$ cat config.mk
export PLATFORM = sky130hd
export DESIGN_NAME = arm_homing_sequencer_flat
export DESIGN_NICKNAME = d
export VERILOG_FILES = /design/src/rtl/arm_homing_sequencer_if.sv /design/src/rtl/arm_homing_sequencer.sv /design/src/flat_wrapper.sv
export SDC_FILE = /design/constraint.sdc
export NUM_CORES = 1
export LEC_CHECK = 0
export BUFFER_PORTS_ARGS = -buffer_cell sky130_fd_sc_hd__buf_2
export CAP_MARGIN = 30
export CORE_ASPECT_RATIO = 1.5
export CORE_MARGIN = 3
export CORE_UTILIZATION = 45
export DETAILED_ROUTE_END_ITERATION = 8
export GPL_ROUTABILITY_DRIVEN = 1
export MAX_ROUTING_LAYER = met4
export PLACE_DENSITY = 0.72
export SLEW_MARGIN = 20
export SYNTH_ARGS = -nofsm -noshare
export SYNTH_HDL_FRONTEND = slang
export SYNTH_SLANG_ARGS = --single-unit
$ cat constraint.sdc
create_clock -name clk_12MHz -period 3.2 [get_ports clk_12MHz]
set_input_delay 0.48 -clock clk_12MHz [delete_from_list [all_inputs] [get_ports clk_12MHz]]
set_output_delay 0.48 -clock clk_12MHz [all_outputs]
set_load 0.01 [all_outputs]
$ cat src/rtl/arm_homing_sequencer_if.sv
// Arm register bus as seen by a bus master (sequencer) and the arbiter/peripheral side.
interface arm_homing_sequencer_if;
    logic        bus_req;
    logic        bus_gnt;
    logic [7:0]  register_addr;
    logic        rw;
    logic        select;
    logic [31:0] wdata;
    logic [31:0] rdata;

    modport master (
        output bus_req, register_addr, rw, select, wdata,
        input  bus_gnt, rdata
    );

    modport slave (
        input  bus_req, register_addr, rw, select, wdata,
        output bus_gnt, rdata
    );
endinterface

$ cat src/rtl/arm_homing_sequencer.sv
// Homing sequencer for one arm axis: seek to the limit switch, halt, back off, report result.
// Each register access is a 5-cycle bus transaction issued once the arbiter grants the bus.
module arm_homing_sequencer #(
    parameter logic [7:0]  AXIS_HADDR     = 8'h00,
    parameter logic        HOME_DIR       = 1'b0,
    parameter logic [2:0]  MICROSTEP      = 3'd0,
    parameter logic [31:0] SEEK_DIV       = 32'd12000,
    parameter logic [31:0] MAX_SEEK_STEPS = 32'd20000,
    parameter logic [31:0] BACKOFF_STEPS  = 32'd200,
    parameter logic [15:0] POLL_CYCLES    = 16'd1200
) (
    input  logic                          clk_12MHz,
    input  logic                          reset,
    input  logic                          start,
    input  logic                          abort,
    arm_homing_sequencer_if.master        bus,
    output logic                          busy,
    output logic                          done,
    output logic [1:0]                    error_code
);

    localparam logic [3:0] StIdle    = 4'd0;
    localparam logic [3:0] StSDiv    = 4'd1;
    localparam logic [3:0] StSSteps  = 4'd2;
    localparam logic [3:0] StSGo     = 4'd3;
    localparam logic [3:0] StSWait   = 4'd4;
    localparam logic [3:0] StSRead   = 4'd5;
    localparam logic [3:0] StSHalt   = 4'd6;
    localparam logic [3:0] StBSteps  = 4'd7;
    localparam logic [3:0] StBGo     = 4'd8;
    localparam logic [3:0] StBWait   = 4'd9;
    localparam logic [3:0] StBRead   = 4'd10;
    localparam logic [3:0] StStop    = 4'd11;
    localparam logic [3:0] StFin     = 4'd12;

    localparam logic [2:0] PhArb     = 3'd0;
    localparam logic [2:0] PhSetup   = 3'd1;
    localparam logic [2:0] PhStb1    = 3'd2;
    localparam logic [2:0] PhStb2    = 3'd3;
    localparam logic [2:0] PhStb3    = 3'd4;
    localparam logic [2:0] PhRel     = 3'd5;

    logic [3:0]  state_q, state_d;
    logic [2:0]  phase_q, phase_d;
    logic [15:0] poll_q, poll_d;
    logic [1:0]  err_q, err_d;
    logic        abort_q, abort_d;
    logic        dir_q, dir_d;
    logic [2:0]  status_q, status_d;

    logic        abort_pend;
    logic        stop_req;
    logic [1:0]  stop_err;
    logic        unused_rdata;

    assign unused_rdata = ^bus.rdata[31:3];

    function automatic logic [31:0] ctrl_word(input logic go, input logic dir);
        return {24'h0, go, 1'b0, dir, 1'b0, 1'b1, MICROSTEP};
    endfunction

    assign busy        = (state_q != StIdle) && (state_q != StFin);
    assign done        = (state_q == StFin);
    assign error_code  = err_q;
    assign bus.bus_req = busy;
    assign bus.select  = (phase_q == PhStb1) || (phase_q == PhStb2) || (phase_q == PhStb3);

    always_comb begin
        bus.register_addr = 8'h00;
        bus.rw            = 1'b0;
        bus.wdata         = 32'h0;
        case (state_q)
            StSDiv: begin
                bus.register_addr = AXIS_HADDR + 8'd2;
                bus.wdata         = SEEK_DIV;
            end
            StSSteps: begin
                bus.register_addr = AXIS_HADDR + 8'd3;
                bus.wdata         = MAX_SEEK_STEPS;
            end
            StBSteps: begin
                bus.register_addr = AXIS_HADDR + 8'd3;
                bus.wdata         = BACKOFF_STEPS;
            end
            StSGo, StBGo: begin
                bus.register_addr = AXIS_HADDR;
                bus.wdata         = ctrl_word(1'b1, dir_q);
            end
            StSHalt, StStop: begin
                bus.register_addr = AXIS_HADDR;
                bus.wdata         = ctrl_word(1'b0, dir_q);
            end
            StSRead, StBRead: begin
                bus.register_addr = AXIS_HADDR + 8'd1;
                bus.rw            = 1'b1;
            end
            default: ;
        endcase
    end

    always_comb begin
        state_d    = state_q;
        phase_d    = phase_q;
        poll_d     = poll_q;
        err_d      = err_q;
        dir_d      = dir_q;
        status_d   = status_q;
        stop_req   = 1'b0;
        stop_err   = 2'd0;
        // A stop already in progress cannot be aborted again.
        abort_pend = (abort_q | abort) && (state_q != StStop);
        abort_d    = abort_q | (abort && busy && (state_q != StStop));

        case (state_q)
            StIdle: begin
                if (start) begin
                    state_d = StSDiv;
                    phase_d = PhArb;
                    err_d   = 2'd0;
                    abort_d = 1'b0;
                    dir_d   = HOME_DIR;
                end
            end
            StSWait, StBWait: begin
                if (abort_pend) begin
                    stop_req = 1'b1;
                    stop_err = 2'd3;
                end else if (poll_q <= 16'd1) begin
                    poll_d  = 16'd0;
                    state_d = (state_q == StSWait) ? StSRead : StBRead;
                end else begin
                    poll_d = poll_q - 16'd1;
                end
            end
            StFin: state_d = StIdle;
            default: begin
                if (phase_q == PhArb) begin
                    if (abort_pend) begin
                        stop_req = 1'b1;
                        stop_err = 2'd3;
                    end else if (bus.bus_gnt) begin
                        phase_d = PhSetup;
                    end
                end else if (phase_q != PhRel) begin
                    phase_d = phase_q + 3'd1;
                    if (phase_q == PhStb3) status_d = bus.rdata[2:0];
                end else begin
                    phase_d = PhArb;
                    if (abort_pend) begin
                        stop_req = 1'b1;
                        stop_err = 2'd3;
                    end else begin
                        // status_q: [0] stepping, [1] fault, [2] limit
                        case (state_q)
                            StSDiv:   state_d = StSSteps;
                            StSSteps: state_d = StSGo;
                            StSGo: begin
                                state_d = StSWait;
                                poll_d  = POLL_CYCLES;
                            end
                            StSRead: begin
                                if (status_q[1]) begin
                                    stop_req = 1'b1;
                                    stop_err = 2'd1;
                                end else if (status_q[2]) begin
                                    state_d = StSHalt;
                                end else if (!status_q[0]) begin
                                    stop_req = 1'b1;
                                    stop_err = 2'd2;
                                end else begin
                                    state_d = StSWait;
                                    poll_d  = POLL_CYCLES;
                                end
                            end
                            StSHalt:  state_d = StBSteps;
                            StBSteps: begin
                                state_d = StBGo;
                                dir_d   = ~HOME_DIR;
                            end
                            StBGo: begin
                                state_d = StBWait;
                                poll_d  = POLL_CYCLES;
                            end
                            StBRead: begin
                                if (status_q[1]) begin
                                    stop_req = 1'b1;
                                    stop_err = 2'd1;
                                end else if (status_q[0]) begin
                                    state_d = StBWait;
                                    poll_d  = POLL_CYCLES;
                                end else if (status_q[2]) begin
                                    stop_req = 1'b1;
                                    stop_err = 2'd2;
                                end else begin
                                    state_d = StFin;
                                end
                            end
                            StStop:   state_d = StFin;
                            default:  state_d = StIdle;
                        endcase
                    end
                end
            end
        endcase

        if (stop_req) begin
            state_d = StStop;
            phase_d = PhArb;
            err_d   = stop_err;
            abort_d = 1'b0;
        end
    end

    always_ff @(posedge clk_12MHz) begin
        if (reset) begin
            state_q  <= StIdle;
            phase_q  <= PhArb;
            poll_q   <= 16'd0;
            err_q    <= 2'd0;
            abort_q  <= 1'b0;
            dir_q    <= 1'b0;
            status_q <= 3'd0;
        end else begin
            state_q  <= state_d;
            phase_q  <= phase_d;
            poll_q   <= poll_d;
            err_q    <= err_d;
            abort_q  <= abort_d;
            dir_q    <= dir_d;
            status_q <= status_d;
        end
    end

endmodule

$ cat src/flat_wrapper.sv
// flat-port wrapper written by rule: the top's interface ports become plain ports
module arm_homing_sequencer_flat 
#(
    parameter logic [7:0]  AXIS_HADDR     = 8'h00,
    parameter logic        HOME_DIR       = 1'b0,
    parameter logic [2:0]  MICROSTEP      = 3'd0,
    parameter logic [31:0] SEEK_DIV       = 32'd12000,
    parameter logic [31:0] MAX_SEEK_STEPS = 32'd20000,
    parameter logic [31:0] BACKOFF_STEPS  = 32'd200,
    parameter logic [15:0] POLL_CYCLES    = 16'd1200
)
  (clk_12MHz, reset, start, abort, busy, done, error_code, bus_bus_req, bus_register_addr, bus_rw, bus_select, bus_wdata, bus_bus_gnt, bus_rdata);
  arm_homing_sequencer_if bus_i ();
  input  logic clk_12MHz;
  input  logic reset;
  input  logic start;
  input  logic abort;
  output logic busy;
  output logic done;
  output logic [1:0] error_code;
  output wire logic [$bits(bus_i.bus_req)-1:0] bus_bus_req;
  output wire logic [$bits(bus_i.register_addr)-1:0] bus_register_addr;
  output wire logic [$bits(bus_i.rw)-1:0] bus_rw;
  output wire logic [$bits(bus_i.select)-1:0] bus_select;
  output wire logic [$bits(bus_i.wdata)-1:0] bus_wdata;
  input wire logic [$bits(bus_i.bus_gnt)-1:0] bus_bus_gnt;
  input wire logic [$bits(bus_i.rdata)-1:0] bus_rdata;
  assign bus_bus_req = bus_i.bus_req;
  assign bus_register_addr = bus_i.register_addr;
  assign bus_rw = bus_i.rw;
  assign bus_select = bus_i.select;
  assign bus_wdata = bus_i.wdata;
  assign bus_i.bus_gnt = bus_bus_gnt;
  assign bus_i.rdata = bus_rdata;
  arm_homing_sequencer #(.AXIS_HADDR(AXIS_HADDR), .HOME_DIR(HOME_DIR), .MICROSTEP(MICROSTEP), .SEEK_DIV(SEEK_DIV), .MAX_SEEK_STEPS(MAX_SEEK_STEPS), .BACKOFF_STEPS(BACKOFF_STEPS), .POLL_CYCLES(POLL_CYCLES)) u_core (.clk_12MHz(clk_12MHz), .reset(reset), .start(start), .abort(abort), .bus(bus_i), .busy(busy), .done(done), .error_code(error_code));
endmodule
==> impl_metrics.tcl <==
set metrics [dict create \
    die_area_um2 6560 \
    grt_pass1_wl_um 10000 \
    grt_usage_pct 19.9 \
    area_growth_pct 4.86 \
    postCtsHoldBufs 0 \
    yosysMostFrequentCell "buf_4" \
    nets 380 \
    grt_setup_unrepaired "no" \
    synth_area_leaders "dfxtp_1, buf_4, nor2_1, a21oi_1, nand2_1" \
    core_area_um2 5290 \
    cap_violations 0 \
    cts_tree "yes" \
    overflow 0 \
    clock-skew-final_ps 7.10 \
    tns_ps 0 \
    rows 32 \
    m1WireLength_um 2510 \
    endpoint_kind "output port" \
    dp_hpwl_um 4760 \
    synth_area_um2 2520 \
    fmax_mhz 366 \
    start_util_pct 47.7 \
    top_layer "met4" \
    wl_per_cell_um 15.8 \
    grt_pass1_vias 2201 \
    viasPerCell 6.18 \
    drt_wl_total_um 6450 \
    maxSlewViolCount 0 \
    ir_drop_mv 0.509 \
    via_count 2526 \
    grt_max_degree 21 \
    synth_commonest_cells "buf_4, dfxtp_1, nor2_1, nand2_1, a21oi_1" \
    tightestPinTransition_ps 678 \
    synth_edf_count 0 \
    diodes 0 \
    p_leak_nw 1.04 \
    finalSetupViolCount 0 \
    drc 0 \
    htree_levels 2 \
    antenna_found_initial 0 \
    drt_iter0_drc 163 \
    synth_largest_area_cell "dfxtp_1" \
    synthCells 323 \
    status "completed" \
    hold_path_class "input port to flop" \
    hold_violations 0 \
    met2_length_um 3290 \
    yosysTopAreaCellShare_pct 23.8 \
    whs_ps 428 \
    wl_met3_um 380 \
    path_clk_slew_ps 70 \
    critPathLaunchType "flop" \
    fin_crit_sh_pct 85.4 \
    ys_warn_count 0 \
    r2r_setup_slack_ps 580 \
    filler_cell_count 539 \
    async_flop_share_pct 0 \
    ys_ff_latch 30 \
    gp_congestion 0.900 \
    worst_skew_pair.late_latency_ps 290 \
    ys.flop_type "dfxtp_1" \
    ctsResizeCount 0 \
    cp.required_ps 2720 \
    die_h_um 97.7 \
    criticalPathCategory "flop to output port" \
    layout_min_cycle_time_ps 2730 \
    cts_num_sinks 30 \
    port_buffers 25 \
    cts_max_path_buffers 2 \
    post_cts_buffers 0 \
    path_max_fanout 20 \
    ys_seq_area_share_pct 23.8 \
    crit_arrival_ps 2250 \
    drt_first_pass_iters 5 \
    num_io_pins 84 \
    drive_gt1_share_pct 19.4 \
    slew_headroom_pct 54.8 \
    syn_area_per_cell_um2 7.81 \
    synthDistinctLibCells 72 \
    power_density_nw_per_um2 848 \
    root_buffer "clkbuf_8" \
    ant_nets 0 \
    die_x_um 67.1 \
    cts_made_buffers 5 \
]
## cells in the final DEF (no fill, tap or decap), types with 7 or more instances in the layout
cell	n
buf_2	25
inv_1	10
dfxtp_1	30
a21oi_1	17
nor3_1	15
a31oi_1	7
buf_4	9
conb_1	29
nor2_1	24
nand3_1	10
nand2_1	22
o21ai_0	13
## critical path, cell delays in order, from the launching register on
cell      delay [ps]
dfxtp_1          760
clkinv_1         460
nand2_1          210
nor3_1            70
or2_2            320
buf_2            140
## sequential cells by signal, summed over array words and instances (netlist names)
name and count:
u_core.poll_q 16, u_core.state_q 4, u_core.phase_q 3, u_core.status_q 3
u_core.error_code 2, u_core.abort_q 1, u_core.dir_q 1
## logic make-up after synthesis
family	after synthesis	share of synthesized area, %
XOR/XNOR	4	1.39
AND/OR/NAND/NOR	118	26.7
other	1	0.149
AO/OA/AOI/OAI	99	29.0
flip-flops	30	23.8
multiplexers	4	1.59
buffers and inverters	64	15.9
adder cells (fa/ha/maj)	3	1.49
## per-layer routing
layer  up-vias  track usage [%]
met2       116             32.9
met3        28             3.59
met4         0             11.1
met1      1197             21.7
met5         -                -
li1       1185                -
## power breakdown
part / leakage (nW) / internal (W) / switching, W / total, W
clock network: 0.0472 / 0.000173 / 0.000154 / 0.000327
logic: 0.750 / 0.000531 / 0.000827 / 0.00136
registers: 0.243 / 0.000436 / 0.000121 / 0.000556
total: 1.04 / 0.00114 / 0.00110 / 0.00224
## final timing paths
check,startpoint,end,cells after the start
setup / recovery,u_core.state_q[1],bus_wdata[10],5
hold / removal,bus_rdata[0],u_core.status_q[0],3
setup reg to reg,u_core.state_q[1],u_core.poll_q[13],6
hold reg to reg,u_core.error_code[0],u_core.error_code[0],2
## layout make-up
class,count,area [µm²],area share (%)
Multi-Input combinational cell,257,1630,61.5
Timing Repair Buffer,34,193,7.29
Inverter,12,45.0,1.70
Sequential cell,30,601,22.7
Clock buffer,6,82.6,3.12
Clock inverter,2,12.5,0.473
Tap cell,68,85.1,3.22
## stage by stage
step | total power [W] | utilization [%] | setup WS (ps) | cell area (µm²) | instances
floorplan | 0.00161 | - | 1070 | 2630 | 351
global placement | 0.00187 | 48.2 | 650 | 2550 | 401
detailed placement | 0.00190 | 48.2 | 662 | 2550 | 401
CTS | 0.00223 | 50.0 | 521 | 2640 | 409
global route | 0.00241 | 50.0 | 355 | 2640 | 409
finish | 0.00224 | 50.0 | 468 | 2640 | 409
Note: power is estimated with default switching activity, not from simulation.
